--- src/rtl/alu_flag_unit_if.sv ---
// Branch-condition bus: flag write port, request/response handshakes and status.
// Master side drives flags and requests; slave side is the alu_flag_unit.
interface alu_flag_unit_if;
  localparam int unsigned COND_W = 3;
  localparam int unsigned FLAG_W = 3;

  logic              flag_we;
  logic              zin;
  logic              nin;
  logic              vin;
  logic              br_valid;
  logic [COND_W-1:0] br_cond;
  logic              br_ready;
  logic              tk_valid;
  logic              tk_ready;
  logic              taken;
  logic [FLAG_W-1:0] flags;
  logic              stall;

  modport master (
    output flag_we, zin, nin, vin, br_valid, br_cond, tk_ready,
    input  br_ready, tk_valid, taken, flags, stall
  );

  modport slave (
    input  flag_we, zin, nin, vin, br_valid, br_cond, tk_ready,
    output br_ready, tk_valid, taken, flags, stall
  );
endinterface

--- src/rtl/alu_flag_unit.sv ---
// ALU flag register plus branch-condition evaluator with a valid/ready
// request side and a valid/ready result side.
// Build option FLAG_FWD_EN: a request accepted in the same cycle as a flag
// write evaluates against the incoming flags directly instead of waiting a
// cycle for the flag register to update.
module alu_flag_unit (
  input logic            clk,
  input logic            rst_n,
  alu_flag_unit_if.slave bus
);
  localparam int unsigned COND_W = 3;
  localparam int unsigned FLAG_W = 3;

  typedef enum logic [1:0] {
    ST_IDLE = 2'd0,
    ST_WAIT = 2'd1,
    ST_HOLD = 2'd2
  } state_t;

  state_t            state_q;
  state_t            state_d;
  logic [FLAG_W-1:0] flags_q;
  logic [FLAG_W-1:0] flags_d;
  logic [FLAG_W-1:0] flags_in;
  logic              taken_q;
  logic              taken_d;
  logic              tk_valid_q;
  logic              accept;
  logic              hazard;
  logic              br_ready_int;
`ifndef FLAG_FWD_EN
  logic [COND_W-1:0] cond_q;
  logic [COND_W-1:0] cond_d;
  logic              stall_q;
`endif

  // Condition decode against a {Z,N,V} flag vector.
  function automatic logic cond_eval(input logic [COND_W-1:0] cond,
                                     input logic [FLAG_W-1:0] f);
    logic z;
    logic n;
    logic v;
    logic r;
    z = f[2];
    n = f[1];
    v = f[0];
    case (cond)
      3'b000:  r = z;
      3'b001:  r = ~z;
      3'b010:  r = n ^ v;
      3'b011:  r = ~(n ^ v);
      3'b100:  r = v;
      3'b101:  r = ~v;
      3'b110:  r = n;
      default: r = 1'b1;
    endcase
    return r;
  endfunction

  // Request handshake: free when idle, or when the held result leaves this cycle.
  assign br_ready_int = (state_q == ST_IDLE) ||
                        ((state_q == ST_HOLD) && bus.tk_ready);
  assign accept       = bus.br_valid && br_ready_int;
  assign hazard       = accept && bus.flag_we;
  assign flags_in     = {bus.zin, bus.nin, bus.vin};

  // Next-state, flag write and result evaluation.
  always_comb begin
    state_d = state_q;
    flags_d = flags_q;
    taken_d = taken_q;
`ifndef FLAG_FWD_EN
    cond_d  = cond_q;
`endif
    if (bus.flag_we) begin
      flags_d = flags_in;
    end
    case (state_q)
      ST_IDLE, ST_HOLD: begin
        if (accept) begin
          if (hazard) begin
`ifdef FLAG_FWD_EN
            taken_d = cond_eval(bus.br_cond, flags_in);
            state_d = ST_HOLD;
`else
            cond_d  = bus.br_cond;
            state_d = ST_WAIT;
`endif
          end else begin
            taken_d = cond_eval(bus.br_cond, flags_q);
            state_d = ST_HOLD;
          end
        end else if ((state_q == ST_HOLD) && bus.tk_ready) begin
          state_d = ST_IDLE;
        end
      end
`ifndef FLAG_FWD_EN
      ST_WAIT: begin
        // Flag register now holds the value written alongside the request.
        taken_d = cond_eval(cond_q, flags_q);
        state_d = ST_HOLD;
      end
`endif
      default: begin
        state_d = ST_IDLE;
      end
    endcase
  end

  // State and output registers with synchronous reset.
  always_ff @(posedge clk) begin
    if (!rst_n) begin
      state_q    <= ST_IDLE;
      flags_q    <= '0;
      taken_q    <= 1'b0;
      tk_valid_q <= 1'b0;
`ifndef FLAG_FWD_EN
      cond_q     <= '0;
      stall_q    <= 1'b0;
`endif
    end else begin
      state_q    <= state_d;
      flags_q    <= flags_d;
      taken_q    <= taken_d;
      tk_valid_q <= (state_d == ST_HOLD);
`ifndef FLAG_FWD_EN
      cond_q     <= cond_d;
      stall_q    <= (state_d == ST_WAIT);
`endif
    end
  end

  assign bus.br_ready = br_ready_int;
  assign bus.tk_valid = tk_valid_q;
  assign bus.taken    = taken_q;
  assign bus.flags    = flags_q;
`ifdef FLAG_FWD_EN
  assign bus.stall    = 1'b0;
`else
  assign bus.stall    = stall_q;
`endif

endmodule

--- src/flat_wrapper.sv ---
// flat-port wrapper written by rule: the top's interface ports become plain ports
module alu_flag_unit_flat 
  (clk, rst_n, bus_flag_we, bus_zin, bus_nin, bus_vin, bus_br_valid, bus_br_cond, bus_tk_ready, bus_br_ready, bus_tk_valid, bus_taken, bus_flags, bus_stall);
  alu_flag_unit_if bus_i ();
  input logic clk;
  input logic rst_n;
  input wire logic [$bits(bus_i.flag_we)-1:0] bus_flag_we;
  input wire logic [$bits(bus_i.zin)-1:0] bus_zin;
  input wire logic [$bits(bus_i.nin)-1:0] bus_nin;
  input wire logic [$bits(bus_i.vin)-1:0] bus_vin;
  input wire logic [$bits(bus_i.br_valid)-1:0] bus_br_valid;
  input wire logic [$bits(bus_i.br_cond)-1:0] bus_br_cond;
  input wire logic [$bits(bus_i.tk_ready)-1:0] bus_tk_ready;
  output wire logic [$bits(bus_i.br_ready)-1:0] bus_br_ready;
  output wire logic [$bits(bus_i.tk_valid)-1:0] bus_tk_valid;
  output wire logic [$bits(bus_i.taken)-1:0] bus_taken;
  output wire logic [$bits(bus_i.flags)-1:0] bus_flags;
  output wire logic [$bits(bus_i.stall)-1:0] bus_stall;
  assign bus_i.flag_we = bus_flag_we;
  assign bus_i.zin = bus_zin;
  assign bus_i.nin = bus_nin;
  assign bus_i.vin = bus_vin;
  assign bus_i.br_valid = bus_br_valid;
  assign bus_i.br_cond = bus_br_cond;
  assign bus_i.tk_ready = bus_tk_ready;
  assign bus_br_ready = bus_i.br_ready;
  assign bus_tk_valid = bus_i.tk_valid;
  assign bus_taken = bus_i.taken;
  assign bus_flags = bus_i.flags;
  assign bus_stall = bus_i.stall;
  alu_flag_unit u_core (.clk(clk), .rst_n(rst_n), .bus(bus_i));
endmodule
--- config.mk ---
export PLATFORM = sky130hd
export DESIGN_NAME = alu_flag_unit_flat
export DESIGN_NICKNAME = d
export VERILOG_FILES = /design/src/rtl/alu_flag_unit_if.sv /design/src/rtl/alu_flag_unit.sv /design/src/flat_wrapper.sv
export SDC_FILE = /design/constraint.sdc
export NUM_CORES = 1
export LEC_CHECK = 0
export ABC_AREA = 1
export CAP_MARGIN = 20
export CELL_PAD_IN_SITES_DETAIL_PLACEMENT = 1
export CELL_PAD_IN_SITES_GLOBAL_PLACEMENT = 1
export CORE_MARGIN = 1
export CORE_UTILIZATION = 29
export DETAILED_ROUTE_END_ITERATION = 10
export HOLD_SLACK_MARGIN = 0.1
export PLACE_DENSITY_LB_ADDON = 0.1
export SETUP_SLACK_MARGIN = 0.15
export SKIP_LAST_GASP = 1
export SYNTH_ARGS = -nofsm -noshare
export SYNTH_HDL_FRONTEND = slang
export SYNTH_SLANG_ARGS = --single-unit
--- constraint.sdc ---
create_clock -name clk -period 1.35 [get_ports clk]
set_input_delay 0.27 -clock clk [delete_from_list [all_inputs] [get_ports clk]]
set_output_delay 0.27 -clock clk [all_outputs]
set_load 0.05 [all_outputs]
==> summary.txt <==
Worst Hold Class: input port to flip-flop
Actual slew at the worst max-slew pin: 0.268 ns
Syn nets: 107
Num ports: 18
Worst Skew: 0.00233 ns
Residual DRC: 0
Highest-delay cell along the critical path: dfxtp_2
Grt total ovfl: 0
Crit Path Class: flip-flop to primary output
Lkg Pwr: 0.433 nW
Net Sw Frac: 0.336
Clk pwr share: 0.259
CTS tree: built
Vias: 692
Pre-CTS setup slack: -0.215 ns
DR WL/cell: 11.7 um
CP arrival: 0.97 ns
CTS max path bufs: 2
Quantity of hold-fixing buffers added after cts: 0
CP Max Fanout: 2
Part of the Yosys area used for sequential elements: 0.373
Clock latency at the later pin of the worst-skew pair: 0.27 ns
Detailed-placement wirelength estimate: 1430 um
CTS buffer count: 3
Starting density of the core: 0.324
Final period util: 0.917
Initial antenna violation count: 0
Status: finished, final reports clean
Post-synthesis sequential element count: 11
Largest net degree at the start of global routing: 8
Detailed Route Iter0 Violations: 5
Share of cells above drive strength 1: 0.268
DRT Pass-1 Iters: 4
Power Dens Cells: 907 nW/um2
Routed Antenna Nets: 0
Post-Route Setup TNS: 0 ns
Die Area: 2220 um2
Dpl cells: 143
Worst Path Required: 1.08 ns
Area delta synth->final: 67.2%
VDD IR max: 0.000594 V
RePlAce Congestion: 0.737
Combinational power share: 0.322
Bufs and invs on worst path: 2
Max Cap Viol: 0
Critical path, cell by cell: inv_2 -> nor2_4 -> nor2_4 -> buf_12
GRT Total Usage: 0.200
Clock sinks: 11
Library cells used by synthesis: 10
Die Y: 47.1 um
Post-Synthesis Cell Area: 591 um2
Global-route wire length before repair: 2880 um
CTS H-tree lvls: 1
Reg power frac: 0.419
FILL cells: 241
Pins Over Slew Limit: 0
Maximum clock rate: 808 MHz
Period minus WS final: 1.24 ns
FP Rows: 15
CP endpoint kind: primary output
Fin cells: 148
RSZ-0062 raised after global routing: yes
Top delay family on crit path: flip-flops
DP Area: 905 um2
Clk root buf: clkbuf_4
Via-per-instance ratio: 4.68
Nets@finish: 135
Total power draw: 895 uW
Slowest stage delay, CP: 0.34 ns
Clock-pin slew on the worst setup and hold paths: 0.07 ns
Final instance area: 987 um2
Avg Inst Size Synth: 6.15 um2
Synth warn: 0
Final Hold Fails: 0
Final setup violation count: 0
Width of the die: 47.1 um
Vias in the first global route: 679
Crit start category: flip-flop
Cell repeated most along the worst path: nor2_4
Core area: 1820 um2
Number of port buffers: 17
Setup slack after layout: 0.112 ns
Final wirelength: 1730 um
Post-Synthesis Cells: 96
Cell internal pwr: 595 uW
Max-slew headroom: 0.821
Antenna diodes: 0
NetSw: 300 uW
-- what timing repair did --
item                       CTS  global route
buffers inserted             1             0
setup endpoints to repair    4             6
pin swaps                    2             3
resized for setup           15             8
-- per-stage QoR --
| step | utilization | hold WS [ns] |
|---|---|---|
| 2_1_floorplan | - | 0.401 |
| 3_3_place_gp | 0.497 | 0.513 |
| 3_5_place_dp | 0.497 | 0.512 |
| 4_1_cts | 0.531 | 0.514 |
| 5_1_grt | 0.542 | 0.536 |
| 6_report | 0.542 | 0.505 |
-- cells in the final DEF (no fill, tap or decap), types with 3 or more instances in the layout --
cell and instances:
a21oi_1 8, buf_12 7, buf_4 5, clkbuf_4 3
clkdlybuf4s50_1 7, dfxtp_1 7, dlygate4sd2_1 3, inv_1 12
nand2_1 25, nand2_2 3, nand3_1 5, nor2_1 9
nor2_4 3, o21ai_0 12
-- flip-flops by register name (all words and copies together), names as in the netlist --
register,flops
u_core.state_q,2
u_core.cond_q,3
u_core.bus.taken,1
u_core.bus.flags,3
u_core.bus.stall,1
u_core.bus.tk_valid,1
-- power groups by stage --
stage	Combinational [mW]	Sequential, mW	Clock [mW]
after floorplan	0.0953	0.414	0
after global placement	0.269	0.381	0
after detailed placement	0.274	0.382	0
after CTS	0.285	0.376	0.240
after global routing	0.315	0.379	0.248
final	0.288	0.375	0.232
-- synthesized netlist by cell type --
master   number  share of area
a21oi_1       8          0.068
nor3_2        1          0.017
nand3_1       5          0.042
inv_1        13          0.083
a21oi_2       1          0.015
nor2_1       14          0.089
nand2_1      26           0.17
nand2_2       2          0.021
o21ai_0      15           0.13
dfxtp_1      11           0.37
-- final timing paths --
check / from / to / slack, ns / cells after the start
max: u_core.state_q[1] / bus_br_ready / 0.11 / 4
min: bus_br_cond[1] / u_core.cond_q[1] / 0.51 / 3
min reg2reg: u_core.cond_q[2] / u_core.cond_q[2] / 0.52 / 2
max reg2reg: u_core.state_q[1] / u_core.cond_q[1] / 0.15 / 7
-- worst register-to-register path: stages (launching register included) --
cell and delay, ns:
dfxtp_2 0.33, inv_2 0.06, nor2_4 0.04, buf_4 0.14, nor3_4 0.19, nand2_2 0.14, o21ai_2 0.13, a21oi_1 0.05
-- routing by layer --
metal | wire, um | share of wire | vias up | track usage
met5 | 0 | 0 | - | 0
met4 | 51 | 0.029 | 0 | 0.137
met3 | 42 | 0.024 | 5 | 0.0231
met2 | 851 | 0.49 | 12 | 0.331
met1 | 787 | 0.45 | 309 | 0.244
li1 | - | - | 366 | -
-- logic make-up (layout without fill, tap and decap cells) --
family	after synthesis	count (layout)	synth area share
flops	11	11	0.373
simple gates	48	48	0.335
compound gates	24	24	0.210
buf+inv	13	40	0.0826
-- area by class of cell --
cell class | count | area, um2 | share of cell area
tap | 25 | 31.3 | 0.0317
clock buffer | 4 | 26.3 | 0.0266
multi-input combinational | 72 | 365 | 0.370
inverter | 13 | 48.8 | 0.0494
sequential | 11 | 230 | 0.233
timing repair buffer | 23 | 285 | 0.289
Note: power is estimated with default switching activity, not from simulation.
